$ cat src/rtl/mdu_seq_if.sv
// ---------------------------------------------------------------------------
// mdu_seq_if
// Request/response bundle between the execute stage and the mdu_seq
// multiply/divide unit.
//   i_mdu_rs1/i_mdu_rs2 : operands (dividend/multiplicand, divisor/multiplier)
//   i_mdu_op            : RISC-V M funct3
//   i_mdu_valid         : request valid        (master -> unit)
//   o_mdu_ready         : unit idle, can accept (unit -> master)
//   o_mdu_rd            : result, stable while o_mdu_rd_valid is high
//   o_mdu_rd_valid      : result valid         (unit -> master)
//   i_mdu_rd_ready      : consumer takes result (master -> unit)
// The i_/o_ prefixes are seen from the unit (slave) side.
// ---------------------------------------------------------------------------
interface mdu_seq_if #(
  parameter int WIDTH = 32
);
  logic [WIDTH-1:0] i_mdu_rs1;
  logic [WIDTH-1:0] i_mdu_rs2;
  logic [2:0]       i_mdu_op;
  logic             i_mdu_valid;
  logic             o_mdu_ready;
  logic [WIDTH-1:0] o_mdu_rd;
  logic             o_mdu_rd_valid;
  logic             i_mdu_rd_ready;

  modport master (
    output i_mdu_rs1, i_mdu_rs2, i_mdu_op, i_mdu_valid, i_mdu_rd_ready,
    input  o_mdu_ready, o_mdu_rd, o_mdu_rd_valid
  );

  modport slave (
    input  i_mdu_rs1, i_mdu_rs2, i_mdu_op, i_mdu_valid, i_mdu_rd_ready,
    output o_mdu_ready, o_mdu_rd, o_mdu_rd_valid
  );
endinterface

$ cat src/rtl/mdu_seq.sv
// ---------------------------------------------------------------------------
// mdu_seq
// RISC-V M-extension multiply/divide unit, one operation in flight.
//   Multiply : operands widened to WIDTH+1 bits, product pushed through a
//              MUL_STAGES-deep register pipeline; result MUL_STAGES+1 edges
//              after accept.
//   Divide   : one setup cycle, WIDTH restoring iterations (1 bit/cycle),
//              one sign fix-up cycle; result WIDTH+2 edges after accept.
//   Div-by-zero and signed overflow return the RISC-V defined values.
// Ports
//   i_clk  : clock, rising edge
//   i_rst  : synchronous active-high reset, aborts any operation in flight
//   mdu    : mdu_seq_if.slave request/response handshake bundle
// Build option
//   MDU_DIV_FASTPATH_EN : when defined, divide-by-zero and signed overflow
//                         skip the iteration loop (result 2 edges after
//                         accept). Result values are identical either way.
// ---------------------------------------------------------------------------
module mdu_seq #(
  parameter int WIDTH      = 32,
  parameter int MUL_STAGES = 2
) (
  input  logic     i_clk,
  input  logic     i_rst,
  mdu_seq_if.slave mdu
);
  localparam int P_DATA_MSB = WIDTH - 1;
  localparam int CNT_MAX    = (WIDTH > MUL_STAGES) ? WIDTH : MUL_STAGES + 1;
  localparam int CW         = $clog2(CNT_MAX);

  typedef enum logic [1:0] {S_IDLE, S_MUL, S_DIV, S_DONE} state_e;

  state_e              state_q, state_d;
  logic [P_DATA_MSB:0] rs1_q, rs1_d;
  logic [P_DATA_MSB:0] rs2_q, rs2_d;
  logic [2:0]          op_q, op_d;
  logic [P_DATA_MSB:0] rd_q, rd_d;
  logic [P_DATA_MSB:0] dvd_q, dvd_d;   // dividend magnitude, becomes quotient
  logic [P_DATA_MSB:0] rem_q, rem_d;   // partial remainder
  logic [CW-1:0]       cnt_q, cnt_d;
  logic                div_init_q, div_init_d;
  logic                div_fix_q, div_fix_d;

  // ---------------------------------------------------------------- multiply
  // MUL/MULH: both signed, MULHSU: rs1 signed only, MULHU: both unsigned.
  logic                        a_signed, b_signed;
  logic signed [WIDTH:0]       mul_a, mul_b;
  logic signed [2*WIDTH-1:0]   mul_a_x, mul_b_x;
  logic [2*WIDTH-1:0]          mul_p;
  logic [2*WIDTH-1:0]          mul_last;
  logic [P_DATA_MSB:0]         mul_res;

  assign a_signed = (op_q[1:0] != 2'b11);
  assign b_signed = ~op_q[1];
  assign mul_a    = {a_signed & rs1_q[P_DATA_MSB], rs1_q};
  assign mul_b    = {b_signed & rs2_q[P_DATA_MSB], rs2_q};
  // Only the low 2*WIDTH product bits are needed; they are exact mod 2^(2W).
  assign mul_a_x  = (2*WIDTH)'(mul_a);
  assign mul_b_x  = (2*WIDTH)'(mul_b);
  assign mul_p    = mul_a_x * mul_b_x;

  // Operands are stable from accept, so the pipeline simply free-runs.
  for (genvar gi = 0; gi < MUL_STAGES; gi++) begin : g_pipe
    logic [2*WIDTH-1:0] stage_q;
    if (gi == 0) begin : g_head
      always_ff @(posedge i_clk) stage_q <= mul_p;
    end else begin : g_tail
      always_ff @(posedge i_clk) stage_q <= g_pipe[gi-1].stage_q;
    end
  end

  assign mul_last = g_pipe[MUL_STAGES-1].stage_q;
  assign mul_res  = (op_q[1:0] == 2'b00) ? mul_last[P_DATA_MSB:0]
                                         : mul_last[2*WIDTH-1:WIDTH];

  // ------------------------------------------------------------------ divide
  logic                div_signed, s1, s2, div_zero, div_ovf;
  logic [P_DATA_MSB:0] rs1_mag, rs2_mag, quo_fix, rem_fix, div_special, div_res;
  logic [WIDTH:0]      rem_shift, rem_diff;

  assign div_signed = ~op_q[0];
  assign s1         = div_signed & rs1_q[P_DATA_MSB];
  assign s2         = div_signed & rs2_q[P_DATA_MSB];
  assign rs1_mag    = s1 ? (~rs1_q + 1'b1) : rs1_q;
  assign rs2_mag    = s2 ? (~rs2_q + 1'b1) : rs2_q;
  assign div_zero   = (rs2_q == '0);
  assign div_ovf    = div_signed && (rs1_q == {1'b1, {P_DATA_MSB{1'b0}}})
                                 && (rs2_q == '1);

  // Trial subtraction; a set top bit means the divisor did not fit.
  assign rem_shift  = {rem_q, dvd_q[P_DATA_MSB]};
  assign rem_diff   = rem_shift - {1'b0, rs2_mag};

  assign quo_fix    = (s1 ^ s2) ? (~dvd_q + 1'b1) : dvd_q;
  assign rem_fix    = s1 ? (~rem_q + 1'b1) : rem_q;
  // The loop gives the wrong sign for a negative dividend over zero, so the
  // architected special results are always selected explicitly.
  assign div_special = div_zero ? (op_q[1] ? rs1_q : '1)
                                : (op_q[1] ? '0 : rs1_q);
  assign div_res     = (div_zero || div_ovf) ? div_special
                                             : (op_q[1] ? rem_fix : quo_fix);

  // --------------------------------------------------------------------- FSM
  always_comb begin
    state_d    = state_q;
    rs1_d      = rs1_q;
    rs2_d      = rs2_q;
    op_d       = op_q;
    rd_d       = rd_q;
    dvd_d      = dvd_q;
    rem_d      = rem_q;
    cnt_d      = cnt_q;
    div_init_d = div_init_q;
    div_fix_d  = div_fix_q;

    unique case (state_q)
      S_IDLE: begin
        if (mdu.i_mdu_valid) begin
          rs1_d      = mdu.i_mdu_rs1;
          rs2_d      = mdu.i_mdu_rs2;
          op_d       = mdu.i_mdu_op;
          cnt_d      = '0;
          div_init_d = 1'b1;
          div_fix_d  = 1'b0;
          state_d    = mdu.i_mdu_op[2] ? S_DIV : S_MUL;
        end
      end
      S_MUL: begin
        if (cnt_q == CW'(MUL_STAGES)) begin
          rd_d    = mul_res;
          state_d = S_DONE;
        end else begin
          cnt_d = cnt_q + 1'b1;
        end
      end
      S_DIV: begin
        if (div_init_q) begin
          div_init_d = 1'b0;
          dvd_d      = rs1_mag;
          rem_d      = '0;
          cnt_d      = CW'(P_DATA_MSB);
`ifdef MDU_DIV_FASTPATH_EN
          if (div_zero || div_ovf) begin
            div_fix_d = 1'b1;
          end
`endif
        end else if (div_fix_q) begin
          div_fix_d = 1'b0;
          rd_d      = div_res;
          state_d   = S_DONE;
        end else begin
          if (!rem_diff[WIDTH]) begin
            rem_d = rem_diff[P_DATA_MSB:0];
            dvd_d = {dvd_q[P_DATA_MSB-1:0], 1'b1};
          end else begin
            rem_d = rem_shift[P_DATA_MSB:0];
            dvd_d = {dvd_q[P_DATA_MSB-1:0], 1'b0};
          end
          if (cnt_q == '0) begin
            div_fix_d = 1'b1;
          end else begin
            cnt_d = cnt_q - 1'b1;
          end
        end
      end
      S_DONE: begin
        if (mdu.i_mdu_rd_ready) begin
          state_d = S_IDLE;
        end
      end
      default: state_d = S_IDLE;
    endcase
  end

  always_ff @(posedge i_clk) begin
    if (i_rst) begin
      state_q    <= S_IDLE;
      rs1_q      <= '0;
      rs2_q      <= '0;
      op_q       <= '0;
      rd_q       <= '0;
      dvd_q      <= '0;
      rem_q      <= '0;
      cnt_q      <= '0;
      div_init_q <= 1'b0;
      div_fix_q  <= 1'b0;
    end else begin
      state_q    <= state_d;
      rs1_q      <= rs1_d;
      rs2_q      <= rs2_d;
      op_q       <= op_d;
      rd_q       <= rd_d;
      dvd_q      <= dvd_d;
      rem_q      <= rem_d;
      cnt_q      <= cnt_d;
      div_init_q <= div_init_d;
      div_fix_q  <= div_fix_d;
    end
  end

  assign mdu.o_mdu_ready    = (state_q == S_IDLE);
  assign mdu.o_mdu_rd_valid = (state_q == S_DONE);
  assign mdu.o_mdu_rd       = rd_q;

endmodule

$ cat src/flat_wrapper.sv
// flat-port wrapper written by rule: the top's interface ports become plain ports
module mdu_seq_flat 
#(
  parameter int WIDTH      = 32,
  parameter int MUL_STAGES = 2
)
  (i_clk, i_rst, mdu_i_mdu_rs1, mdu_i_mdu_rs2, mdu_i_mdu_op, mdu_i_mdu_valid, mdu_i_mdu_rd_ready, mdu_o_mdu_ready, mdu_o_mdu_rd, mdu_o_mdu_rd_valid);
  mdu_seq_if #(.WIDTH(WIDTH)) mdu_i ();
  input  logic i_clk;
  input  logic i_rst;
  input wire logic [$bits(mdu_i.i_mdu_rs1)-1:0] mdu_i_mdu_rs1;
  input wire logic [$bits(mdu_i.i_mdu_rs2)-1:0] mdu_i_mdu_rs2;
  input wire logic [$bits(mdu_i.i_mdu_op)-1:0] mdu_i_mdu_op;
  input wire logic [$bits(mdu_i.i_mdu_valid)-1:0] mdu_i_mdu_valid;
  input wire logic [$bits(mdu_i.i_mdu_rd_ready)-1:0] mdu_i_mdu_rd_ready;
  output wire logic [$bits(mdu_i.o_mdu_ready)-1:0] mdu_o_mdu_ready;
  output wire logic [$bits(mdu_i.o_mdu_rd)-1:0] mdu_o_mdu_rd;
  output wire logic [$bits(mdu_i.o_mdu_rd_valid)-1:0] mdu_o_mdu_rd_valid;
  assign mdu_i.i_mdu_rs1 = mdu_i_mdu_rs1;
  assign mdu_i.i_mdu_rs2 = mdu_i_mdu_rs2;
  assign mdu_i.i_mdu_op = mdu_i_mdu_op;
  assign mdu_i.i_mdu_valid = mdu_i_mdu_valid;
  assign mdu_i.i_mdu_rd_ready = mdu_i_mdu_rd_ready;
  assign mdu_o_mdu_ready = mdu_i.o_mdu_ready;
  assign mdu_o_mdu_rd = mdu_i.o_mdu_rd;
  assign mdu_o_mdu_rd_valid = mdu_i.o_mdu_rd_valid;
  mdu_seq #(.WIDTH(WIDTH), .MUL_STAGES(MUL_STAGES)) u_core (.i_clk(i_clk), .i_rst(i_rst), .mdu(mdu_i));
endmodule
$ cat config.mk
export PLATFORM = sky130hd
export DESIGN_NAME = mdu_seq_flat
export DESIGN_NICKNAME = d
export VERILOG_FILES = /design/src/rtl/mdu_seq_if.sv /design/src/rtl/mdu_seq.sv /design/src/flat_wrapper.sv
export SDC_FILE = /design/constraint.sdc
export NUM_CORES = 2
export LEC_CHECK = 0
export ABC_AREA = 0
export BUFFER_PORTS_ARGS = -buffer_cell sky130_fd_sc_hd__buf_2
export CORE_MARGIN = 2
export CORE_UTILIZATION = 30
export CTS_BUF_LIST = sky130_fd_sc_hd__clkbuf_8
export DETAILED_ROUTE_END_ITERATION = 10
export PLACE_DENSITY = 0.55
export SLEW_MARGIN = 20
export SYNTH_ARGS = -nofsm -noshare
export SYNTH_HDL_FRONTEND = slang
export SYNTH_SLANG_ARGS = --single-unit
$ cat constraint.sdc
create_clock -name i_clk -period 22.9 [get_ports i_clk]
set_input_delay 4.58 -clock i_clk [delete_from_list [all_inputs] [get_ports i_clk]]
set_output_delay 4.58 -clock i_clk [all_outputs]
set_load 0.1 [all_outputs]
==> key figures <==
Timing
  • Pins over their slew limit: 0
  • # setup viols final: 0
  • Clock Skew: 0.0919 ns
  • Relative slew slack: 0.186
  • Least-Margin Pin Slew: 1.22 ns
  • Final setup slack of the worst path: 13.54 ns
  • Final hold violations: 0
  • Fmax: 107 MHz
  • Final TNS setup: 0 ns
  • Crit path time final: 9.36 ns
  • Final Cycle Share: 0.409
  • RSZ-0062 raised after global routing: no

Routing
  • Final WL: 178000 um
  • Via density: 5.01
  • WL/cell: 21.3 um
  • Vias: 41837
  • Detail Route Antenna Nets: 0
  • DRC viols: 0
  • TritonRoute pass-1 iters: 6
  • Initial DRC count: 3446

Run
  • Max_cap viols: 0

Clock tree
  • CTS tree: yes
  • Total CTS buffers: 57
  • Post-CTS sizing: 0
  • Max clock buf depth: 3
  • Clk_lat worst skew: 0.79 ns
  • # hold bufs at CTS: 0
  • Htree depth: 2
  • Postcts setup bufs: 0
  • Clock slew seen by the registers of the worst setup and hold paths: 0.06 ns
  • Clock Tree Root: clkbuf_8
  • Clk sinks: 299

Synthesis
  • Adder-cell share of the synthesized area: 0.485
  • Syn. warnings: 0
  • Main combinational cell family by area after synthesis: adder cells
  • Post-Syn Area: 53100 um^2
  • Post-synth ARST share: 0
  • Dominant synthesized flop cell: dfxtp_1
  • Post-synth EDFFs: 0
  • Post-synthesis mux area share: 0.00954
  • Post-synth top area share: 0.424
  • Avg Synthesized Cell Area: 8.71 um^2
  • XOR/XNOR Fraction of Synth Area: 0.0371
  • Largest cells by area after synthesis: fa_1, dfxtp_1, inv_1
  • Syn_nets: 7555
  • Mapped Cells: 6101
  • Register area share after synthesis: 0.113
  • Cell accounting for the most synthesized area: fa_1
  • FF+latch count, synth: 299
  • Unique cell type count in the Yosys netlist: 81
  • Synth Area in Compound Gates: 0.0865
  • Post-synthesis simple-gate area fraction: 0.159

Global routing
  • Total grt overflow: 0
  • Total GRT Usage: 0.199
  • Vias in the first global route: 43273
  • First-pass GRT wire length: 271000 um
  • Largest net degree at the start of global routing: 94
  • Antenna violations before repair: 10

Cells and area
  • Area growth from synthesis to layout: 7.29%
  • Multi-input combinational cell area: 41300 um^2
  • Fill count: 18480
  • Layout cells sized above 1: 0.0615
  • Register area: 6040 um^2
  • Commonest non-fill, non-tap cell in the layout: inv_1
  • Most frequent cells in the layout: inv_1, fa_1, nand2_1
  • Non-Filler Instances: 8343
  • Final core utilization: 0.324
  • NumNets Final: 7414

Floorplanning
  • Row cnt: 154
  • Starting Density: 0.302
  • Die W: 425 um
  • Io pins: 105
  • Die area: 180000 um^2
  • Die height: 425 um
  • Core Region: 176000 um^2

Placement
  • Placed Instances: 8241
  • Hpwl dp: 132000 um
  • Gpl congestion: 0.904
  • IO Port Bufs: 104
  • Pre-CTS setup slack: 13.56 ns

Pwr
  • Pwr/cell area: 95.7 nW/um^2
  • Clk network pwr share: 0.103
  • Net Sw Frac: 0.564
  • Net Sw Power: 0.00308 W
  • Total power: 0.00546 W
  • Leak Pwr: 26.2 nW
  • Comb power frac: 0.738
  • Seq pwr share: 0.159
  • Worst VDD drop: 0.0000906 V
  • Int Pwr: 0.00238 W

Setup path
  • CP Data Arrival Time: 9.99 ns
  • Reg2reg start: u_core.rs1_q[31]$_SDFFE_PP0P_
  • Crit Path Category: reg2reg
  • R2R depth: 26
  • WP data required: 23.53 ns
  • Crit. Startpoint: u_core.rs1_q[31]$_SDFFE_PP0P_
  • Worst setup EP type: flop
  • R2r endpoint: u_core.g_pipe[0].stage_q[63]$_DFF_P_
  • CP Capture Point: u_core.g_pipe[0].stage_q[63]$_DFF_P_
  • Startpoint Class: flop
  • Worst-path fanout max: 40
  • R2r setup slk: 13.54 ns

Outcome
  • Status: complete, no violations

Worst hold path
  • Min-Delay Path Class: reg2reg
Yosys cell counts, drive strengths merged (35+ instances only):
| cell | number |
|---|---|
| nand2 | 1032 |
| nand3 | 46 |
| buf | 109 |
| a211oi | 51 |
| a21oi | 266 |
| clkbuf | 283 |
| inv | 1151 |
| a31oi | 37 |
| xor2 | 71 |
| xnor2 | 153 |
| nor3 | 35 |
| and2 | 336 |
| ha | 257 |
| dfxtp | 299 |
| o211ai | 39 |
| nor2 | 241 |
| a21o | 47 |
| fa | 1126 |
| o21ai | 169 |
layout make-up:
type,count,area share
multi-input cells,4256,0.725
flip-flops and latches,299,0.106
inverters,1154,0.0760
well taps,2340,0.0514
repair buffers,192,0.0208
clock buffers,67,0.0162
clock inverters,32,0.00426
diodes,3,0.000132
critical path: stages (launching register included):
cell      delay [ns]
dfxtp_2         0.31
buf_4           0.43
a21boi_2        0.25
buf_4           0.35
nand2_1         0.20
fa_1            0.60
fa_1            0.51
inv_1           0.07
fa_1            0.78
inv_1           0.27
fa_1            0.96
inv_1           0.34
fa_1            0.54
fa_1            0.50
fa_1            0.49
inv_1           0.05
fa_1            0.50
inv_1           0.06
ha_1            0.36
a21o_1          0.19
a21oi_1         0.22
nand3b_1        0.10
o21ai_0         0.45
o311a_1         0.30
o21ai_0         0.10
a21oi_1         0.17
xnor2_1         0.14
through the flow:
stage | hold slack, ns | cell area, um^2
final | 0.287 | 57000
after global routing | 0.289 | 57000
after CTS | 0.286 | 57000
after detailed placement | 0.312 | 55800
after global placement | 0.310 | 55800
after floorplan | 0.310 | 53100
kinds of logic (layout without fill, tap and decap cells):
logic type      Yosys count  in the layout
buf+inv                1546           1445
xor+xnor                224            224
fa+ha+maj              1384           1384
simple gates           1854           1854
other cells               0              3
compound gates          746            746
flops                   299            299
mux                      48             48
metal layers:
layer | global-route usage | vias up | routed length, um
li1 | - | 18199 | -
met1 | 0.259 | 21648 | 72200
met2 | 0.322 | 1622 | 82900
met3 | 0.0333 | 366 | 13500
met4 | 0.0911 | 2 | 9270
met5 | 0 | - | 12
registers in the layout, summed over array words and instances, names as in the netlist:
| signal | cells |
|---|---|
| u_core.g_pipe.stage_q | 128 |
| u_core.dvd_q | 32 |
| u_core.mdu.o_mdu_rd | 32 |
| u_core.rem_q | 32 |
| u_core.rs1_q | 32 |
| u_core.rs2_q | 32 |
| u_core.cnt_q | 5 |
| u_core.op_q | 2 |
| u_core.state_q | 2 |
| u_core.div_fix_q | 1 |
| u_core.div_init_q | 1 |
power groups by stage:
stage / combinational (W) / clock [W] / sequential, W
3_5_place_dp: 0.00400 / 0 / 0.000872
2_1_floorplan: 0.00268 / 0 / 0.000864
4_1_cts: 0.00402 / 0.000576 / 0.000861
3_3_place_gp: 0.00397 / 0 / 0.000867
6_report: 0.00403 / 0.000564 / 0.000868
5_1_grt: 0.00445 / 0.000596 / 0.000879
worst min path at each step:
stage / start / end / slack, ns / cells after the start
2_1_floorplan: u_core.g_pipe[0].stage_q[0]$_DFF_P_ / u_core.g_pipe[1].stage_q[0]$_DFF_P_ / 0.31 / 0
3_3_place_gp: u_core.g_pipe[0].stage_q[2]$_DFF_P_ / u_core.g_pipe[1].stage_q[2]$_DFF_P_ / 0.31 / 0
3_5_place_dp: u_core.g_pipe[0].stage_q[1]$_DFF_P_ / u_core.g_pipe[1].stage_q[1]$_DFF_P_ / 0.31 / 0
4_1_cts: u_core.g_pipe[0].stage_q[1]$_DFF_P_ / u_core.g_pipe[1].stage_q[1]$_DFF_P_ / 0.29 / 0
5_1_grt: u_core.g_pipe[0].stage_q[33]$_DFF_P_ / u_core.g_pipe[1].stage_q[33]$_DFF_P_ / 0.29 / 0
6_report: u_core.g_pipe[0].stage_q[1]$_DFF_P_ / u_core.g_pipe[1].stage_q[1]$_DFF_P_ / 0.29 / 0
Note: power is estimated with default switching activity, not from simulation.
